===== config.mk =====
export PLATFORM = sky130hd
export DESIGN_NAME = ps2_kbd_rx_flat
export DESIGN_NICKNAME = d
export VERILOG_FILES = /design/src/rtl/ps2_kbd_rx_if.sv /design/src/rtl/ps2_kbd_rx.sv /design/src/flat_wrapper.sv
export SDC_FILE = /design/constraint.sdc
export NUM_CORES = 1
export LEC_CHECK = 0
export BUFFER_PORTS_ARGS = -buffer_cell sky130_fd_sc_hd__buf_2
export CAP_MARGIN = 20
export CORE_UTILIZATION = 58
export DETAILED_ROUTE_END_ITERATION = 8
export PLACE_DENSITY_LB_ADDON = 0.08
export SLEW_MARGIN = 20
export SYNTH_ARGS = -nofsm -noshare
export SYNTH_HDL_FRONTEND = slang
export SYNTH_SLANG_ARGS = --single-unit
export TNS_END_PERCENT = 100

===== constraint.sdc =====
create_clock -name KCLK -period 1.8 [get_ports KCLK]
set_input_delay 0.18 -clock KCLK [delete_from_list [all_inputs] [get_ports KCLK]]
set_output_delay 0.18 -clock KCLK [all_outputs]
set_load 0.01 [all_outputs]

===== src/rtl/ps2_kbd_rx_if.sv =====
// PS/2 keyboard receiver bus: raw keyboard lines in, decoded scan code and
// status strobes out. The keyboard/consumer side uses master, the receiver
// uses slave.
interface ps2_kbd_rx_if;
  logic       PS2_CLK;
  logic       PS2_DAT;
  logic [7:0] KCODE;
  logic       KCOME;
  logic       PERR;
  logic       FERR;

  modport master (
    output PS2_CLK, PS2_DAT,
    input  KCODE, KCOME, PERR, FERR
  );

  modport slave (
    input  PS2_CLK, PS2_DAT,
    output KCODE, KCOME, PERR, FERR
  );
endinterface


===== src/rtl/ps2_kbd_rx.sv =====
// PS/2 keyboard frame receiver.
// Synchronizes the raw PS/2 clock/data lines into KCLK and detects falling
// edges of the PS/2 clock. It then assembles start/8 data/parity/stop frames
// and publishes valid scan codes with a one-cycle KCOME strobe. Bad-stop
// frames raise FERR. A stalled partial frame is abandoned after
// TIMEOUT_CYCLES silent cycles.
// Optional build macro: PS2_PARITY_CHECK_EN. When it is defined, odd-parity
// failures drop the frame and pulse PERR. When it is undefined, the parity
// bit is captured but ignored and PERR stays 0.
module ps2_kbd_rx #(
  parameter int unsigned TIMEOUT_CYCLES = 50000
) (
  input  logic          KCLK,
  input  logic          RSTN,
  ps2_kbd_rx_if.slave   bus
);

  localparam int TW = (TIMEOUT_CYCLES > 2) ? $clog2(TIMEOUT_CYCLES) : 1;
  localparam logic [TW-1:0] TMO_LAST = TW'(TIMEOUT_CYCLES - 1);

`ifdef PS2_PARITY_CHECK_EN
  localparam bit PARITY_EN = 1'b1;
`else
  localparam bit PARITY_EN = 1'b0;
`endif

  typedef enum logic [1:0] {
    S_IDLE   = 2'd0,
    S_DATA   = 2'd1,
    S_PARITY = 2'd2,
    S_STOP   = 2'd3
  } state_e;

  // Synchronizer and edge detector state. Everything resets high to match
  // an idle bus, so no spurious edge appears after reset.
  logic [1:0] clk_s_q, dat_s_q;
  logic       clk_prev_q;
  logic       ps2_clk, ps2_dat, fall;

  // Frame FSM and datapath
  state_e          state_q, state_d;
  logic [7:0]      sr_q, sr_d;
  logic [2:0]      bitcnt_q, bitcnt_d;
  logic            par_q, par_d;
  logic [TW-1:0]   tmo_q, tmo_d;
  logic            tmo_hit;

  // Frame result decode and registered outputs
  logic            par_ok, stop_ok, stop_edge;
  logic            accept_d, perr_d, ferr_d;
  logic [7:0]      kcode_q, kcode_d;
  logic            kcome_q, perr_q, ferr_q;

  // Two-flop synchronizers on both PS/2 lines, plus the previous clock level
  always_ff @(posedge KCLK or negedge RSTN) begin
    if (!RSTN) begin
      clk_s_q    <= 2'b11;
      dat_s_q    <= 2'b11;
      clk_prev_q <= 1'b1;
    end else begin
      clk_s_q    <= {clk_s_q[0], bus.PS2_CLK};
      dat_s_q    <= {dat_s_q[0], bus.PS2_DAT};
      clk_prev_q <= clk_s_q[1];
    end
  end

  assign ps2_clk = clk_s_q[1];
  assign ps2_dat = dat_s_q[1];
  assign fall    = clk_prev_q & ~ps2_clk;

  // A falling edge in the same cycle overrides an expiring timeout
  assign tmo_hit = (state_q != S_IDLE) && !fall && (tmo_q == TMO_LAST);

  // FSM state register
  always_ff @(posedge KCLK or negedge RSTN) begin
    if (!RSTN) state_q <= S_IDLE;
    else       state_q <= state_d;
  end

  // FSM next-state logic: advance one step per PS/2 falling edge
  always_comb begin
    state_d = state_q;
    if (tmo_hit) begin
      state_d = S_IDLE;
    end else if (fall) begin
      case (state_q)
        S_IDLE:   if (!ps2_dat) state_d = S_DATA;
        S_DATA:   if (bitcnt_q == 3'd7) state_d = S_PARITY;
        S_PARITY: state_d = S_STOP;
        S_STOP:   state_d = S_IDLE;
        default:  state_d = S_IDLE;
      endcase
    end
  end

  // FSM output logic: datapath next-state and frame verdict at the stop edge
  always_comb begin
    sr_d     = sr_q;
    bitcnt_d = bitcnt_q;
    par_d    = par_q;
    tmo_d    = (state_q == S_IDLE || fall) ? '0 : tmo_q + 1'b1;

    if (tmo_hit) begin
      bitcnt_d = 3'd0;
    end else if (fall) begin
      case (state_q)
        S_IDLE:   bitcnt_d = 3'd0;
        S_DATA: begin
          sr_d     = {ps2_dat, sr_q[7:1]};   // LSB arrives first
          bitcnt_d = bitcnt_q + 3'd1;
        end
        S_PARITY: par_d = ps2_dat;
        default:  ;
      endcase
    end

    stop_edge = fall && (state_q == S_STOP);
    stop_ok   = ps2_dat;
    par_ok    = ^{sr_q, par_q};             // odd parity over data + parity
    ferr_d    = stop_edge && !stop_ok;
    perr_d    = stop_edge && stop_ok && !par_ok && PARITY_EN;
    accept_d  = stop_edge && stop_ok && (par_ok || !PARITY_EN);
    kcode_d   = accept_d ? sr_q : kcode_q;
  end

  // Datapath registers
  always_ff @(posedge KCLK or negedge RSTN) begin
    if (!RSTN) begin
      sr_q     <= 8'h00;
      bitcnt_q <= 3'd0;
      par_q    <= 1'b0;
      tmo_q    <= '0;
    end else begin
      sr_q     <= sr_d;
      bitcnt_q <= bitcnt_d;
      par_q    <= par_d;
      tmo_q    <= tmo_d;
    end
  end

  // Output registers: code and strobes appear the cycle after the stop edge
  always_ff @(posedge KCLK or negedge RSTN) begin
    if (!RSTN) begin
      kcode_q <= 8'h00;
      kcome_q <= 1'b0;
      perr_q  <= 1'b0;
      ferr_q  <= 1'b0;
    end else begin
      kcode_q <= kcode_d;
      kcome_q <= accept_d;
      perr_q  <= perr_d;
      ferr_q  <= ferr_d;
    end
  end

  assign bus.KCODE = kcode_q;
  assign bus.KCOME = kcome_q;
  assign bus.PERR  = PARITY_EN ? perr_q : 1'b0;
  assign bus.FERR  = ferr_q;

endmodule


===== src/flat_wrapper.sv =====
// flat-port wrapper written by rule: the top's interface ports become plain ports
module ps2_kbd_rx_flat 
#(
  parameter int unsigned TIMEOUT_CYCLES = 50000
)
  (KCLK, RSTN, bus_PS2_CLK, bus_PS2_DAT, bus_KCODE, bus_KCOME, bus_PERR, bus_FERR);
  ps2_kbd_rx_if bus_i ();
  input  logic KCLK;
  input  logic RSTN;
  input wire logic [$bits(bus_i.PS2_CLK)-1:0] bus_PS2_CLK;
  input wire logic [$bits(bus_i.PS2_DAT)-1:0] bus_PS2_DAT;
  output wire logic [$bits(bus_i.KCODE)-1:0] bus_KCODE;
  output wire logic [$bits(bus_i.KCOME)-1:0] bus_KCOME;
  output wire logic [$bits(bus_i.PERR)-1:0] bus_PERR;
  output wire logic [$bits(bus_i.FERR)-1:0] bus_FERR;
  assign bus_i.PS2_CLK = bus_PS2_CLK;
  assign bus_i.PS2_DAT = bus_PS2_DAT;
  assign bus_KCODE = bus_i.KCODE;
  assign bus_KCOME = bus_i.KCOME;
  assign bus_PERR = bus_i.PERR;
  assign bus_FERR = bus_i.FERR;
  ps2_kbd_rx #(.TIMEOUT_CYCLES(TIMEOUT_CYCLES)) u_core (.KCLK(KCLK), .RSTN(RSTN), .bus(bus_i));
endmodule

==> impl_metrics.py <==
metrics = {
    "power_and_ir_drop": {
        "share_clk_of_total_power_pct": 25.6,
        "power.leakage_nw": 1.088,
        "power_density_normalized_to_cell_area_mw_per_mm2": 1181,
        "vdd_ir_drop_max_uv": 817.8,
        "power.switching_mw": 0.7908,
        "power_report.internal_total_mw": 1.815,
        "finalPower_mw": 2.605,
        "switching_share_pct": 30.35,
        "p_seq_share_pct": 51.1,
        "power_frac_comb_pct": 23.3,
    },
    "clock_network": {
        "path_clk_slew_ns": 0.14,
        "tritoncts.num_buffers": 5,
        "insertion_delay_ns": 0.37,
        "cts_max_path_bufs": 2,
        "cts.sinks": 44,
        "cts_max_level": 2,
        "tritoncts": "built",
        "clk_root_buffer_cell": "sky130_fd_sc_hd__clkbuf_4",
    },
    "placement": {
        "place_congestion": 0.7978,
        "placement.cell_area_mm2": 0.002083,
        "pre_cts_slack_ns": 0.1494,
        "dpl_cells": 216,
        "place_hpwl_mm": 2.324,
        "port-buffer-count": 13,
    },
    "global_routing": {
        "grt_pass1_wl_mm": 5.485,
        "globalRouteOverflowTotal": 0,
        "largest_net_degree_at_the_start_of_global_routing": 27,
        "grt_pass1_vias": 1224,
        "grtUsageTotal_pct": 21.46,
        "number_of_antenna_violations_at_the_first_check_in_global_routing": 0,
    },
    "floorplanning": {
        "design.portCount": 15,
        "chipHeight_um": 59.81,
        "die_w_um": 59.81,
        "initial_utilization_pct": 62.46,
        "placementRows": 20,
        "core_area_mm2": 0.003103,
        "design.die.area_mm2": 0.003577,
    },
    "timing": {
        "layout_setup_ws_ns": 0.1613,
        "fmaxAchievable_mhz": 610.2,
        "finalMaxSlewViolations": 0,
        "finalHoldViolations": 0,
        "timing.final.setup_violations": 0,
        "skew_ns": 0.02203,
        "period_share_pct": 91.04,
        "setup_repair_after_global_routing_missed_its_margin": "no",
        "time_the_worst_path_needs_with_i_o_delays_and_setup_ns": 1.639,
        "fin_setup_tns_ns": 0,
        "final.hold.worst_slack_ns": 0.2825,
    },
    "final_layout": {
        "final_core_utilization_pct": 71.09,
        "stdcell_area_mm2": 0.002206,
        "layout.cells.most_common_list": "sky130_fd_sc_hd__dfrtp_1, sky130_fd_sc_hd__nor2_1, sky130_fd_sc_hd__mux2_2, sky130_fd_sc_hd__buf_2",
        "synthToLayoutAreaGrowth_pct": 13.82,
        "layout_commonest_cell": "sky130_fd_sc_hd__dfrtp_1",
        "n_antenna_cell": 0,
        "fin_nets": 194,
        "stdcell_count": 227,
        "fraction_of_layout_instances_using_a_drive_strength_above_1_pct": 28.96,
    },
    "route": {
        "drt_first_iter_violations": 54,
        "drt-wirelength-per-cell_um": 14.04,
        "drt-pass1-iter-count": 4,
        "final_antenna_violating_net_count": 0,
        "num_vias": 1240,
        "totalWireLength_mm": 3.186,
        "viasPerCell": 5.463,
        "drc_violation_count_after_routing": 0,
    },
    "logic_synthesis": {
        "synth_top_area_cell": "sky130_fd_sc_hd__dfrtp_1",
        "synthTopCellsByArea": "sky130_fd_sc_hd__dfrtp_1, sky130_fd_sc_hd__mux2_2, sky130_fd_sc_hd__dfstp_2",
        "syn-cell-area_mm2": 0.001938,
        "average_cell_area_after_synthesis_um2": 12.27,
        "yosysTopAreaCellShare_pct": 50.36,
        "synth_instances": 158,
        "yosysSeqAreaShare_pct": 57.13,
        "ys_ff_latch": 44,
        "synth_cell_type_count": 31,
        "synthesis.nets": 170,
        "yosys_warnings": 0,
    },
    "worst_setup_path": {
        "worst_setup_ep_type": "flop",
        "crit_path_max_fanout": 5,
        "timing_worst_setup_path_type": "flop to flop",
        "r2r_setup_slack_ns": 0.16,
        "crit_path_start_kind": "flop",
        "worst_ep_required_time_ns": 2.03,
        "worstPathArrival_ns": 1.87,
    },
    "run": {
        "drv_cap": 0,
    },
    "outcome": {
        "run_status": "complete, no violations",
    },
    "hold_path": {
        "worst_hold_path_type": "primary input to asynchronous set/reset pin",
    },
}
[cell type report]
| class | count | area (um^2) |
|---|---|---|
| clock buffers | 6 | 51.30 |
| clock inverters | 2 | 38.79 |
| fillers | 245 | 897.1 |
| inverters | 4 | 15.01 |
| multi-input cells | 105 | 785.8 |
| flip-flops and latches | 44 | 1107 |
| well taps | 44 | 55.05 |
| repair buffers | 22 | 152.6 |
[power groups by stage]
| stage | Sequential (mW) | Clock [mW] | Combinational (mW) |
|---|---|---|---|
| after floorplan | 1.34 | 0 | 0.406 |
| after global placement | 1.33 | 0 | 0.579 |
| after detailed placement | 1.35 | 0 | 0.613 |
| after CTS | 1.33 | 0.680 | 0.620 |
| after global routing | 1.36 | 0.725 | 0.691 |
| final | 1.33 | 0.666 | 0.608 |
[worst paths after layout]
kind / startpoint / to / cells after the start
setup / recovery: u_core.state_q[0] / u_core.state_q[0] / 5
hold / removal: RSTN / u_core.bus.KCOME / 2
setup reg to reg: u_core.state_q[0] / u_core.state_q[0] / 5
hold reg to reg: u_core.clk_s_q[0] / u_core.clk_s_q[1] / 0
max in group asynchronous: RSTN / u_core.clk_s_q[0] / 3
min in group KCLK: u_core.clk_s_q[0] / u_core.clk_s_q[1] / 0
[synthesized netlist by cell type, drive strengths merged]
master and count:
dfrtp 39, nor2 18, mux2 16, ha 8
nand3 8, xor2 8, nand2 7, nand4 6
a21oi 5, buf 5, dfstp 5, o21ai 5
and2 4, inv 4, or3 4, a211oi 2
a32oi 2, and4 2, or2 2, xnor2 2
conb 1, nand2b 1, nor2b 1, nor3 1
nor4 1, nor4b 1
[logic make-up (layout without fill, tap and decap cells)]
group,Yosys count,count (layout),synth area share [%]
AO/OA/AOI/OAI,14,14,4.260
XOR/XNOR,10,10,4.519
adder cells (fa/ha/maj),8,8,5.165
buffers and inverters,9,34,2.453
flip-flops,44,44,57.13
multiplexers,16,16,9.296
other,1,1,0.1935
AND/OR/NAND/NOR,56,56,16.98
[registers in the layout (all words and copies together) (netlist names)]
register and count:
u_core.bitcnt_q 3, u_core.bus.FERR 1, u_core.bus.KCODE 8, u_core.bus.KCOME 1
u_core.clk_prev_q 1, u_core.clk_s_q 2, u_core.dat_s_q 2, u_core.sr_q 8
u_core.state_q 2, u_core.tmo_q 16
[layer usage]
| metal | track usage (%) | part of all wire [%] | vias up |
|---|---|---|---|
| li1 | - | - | 591 |
| met1 | 26.53 | 44 | 614 |
| met2 | 34.76 | 50 | 24 |
| met3 | 4.762 | 3.0 | 11 |
| met4 | 11.96 | 2.9 | 0 |
| met5 | 0 | 0 | - |
[timing repair]
action | in CTS | in global routing
gates resized for setup | 0 | 1
setup buffers | 0 | 0
hold endpoints to repair | 20 | 0
hold buffers | 3 | 0
setup endpoints to repair | 0 | 1
[critical path, stage by stage, from the launching register on]
cell	delay, ns
sky130_fd_sc_hd__dfrtp_1	0.40
sky130_fd_sc_hd__inv_1	0.10
sky130_fd_sc_hd__ha_1	0.24
sky130_fd_sc_hd__or2_1	0.28
sky130_fd_sc_hd__nor4_4	0.41
sky130_fd_sc_hd__a211oi_1	0.09
No activity file was read; power rests on OpenSTA's default activity.
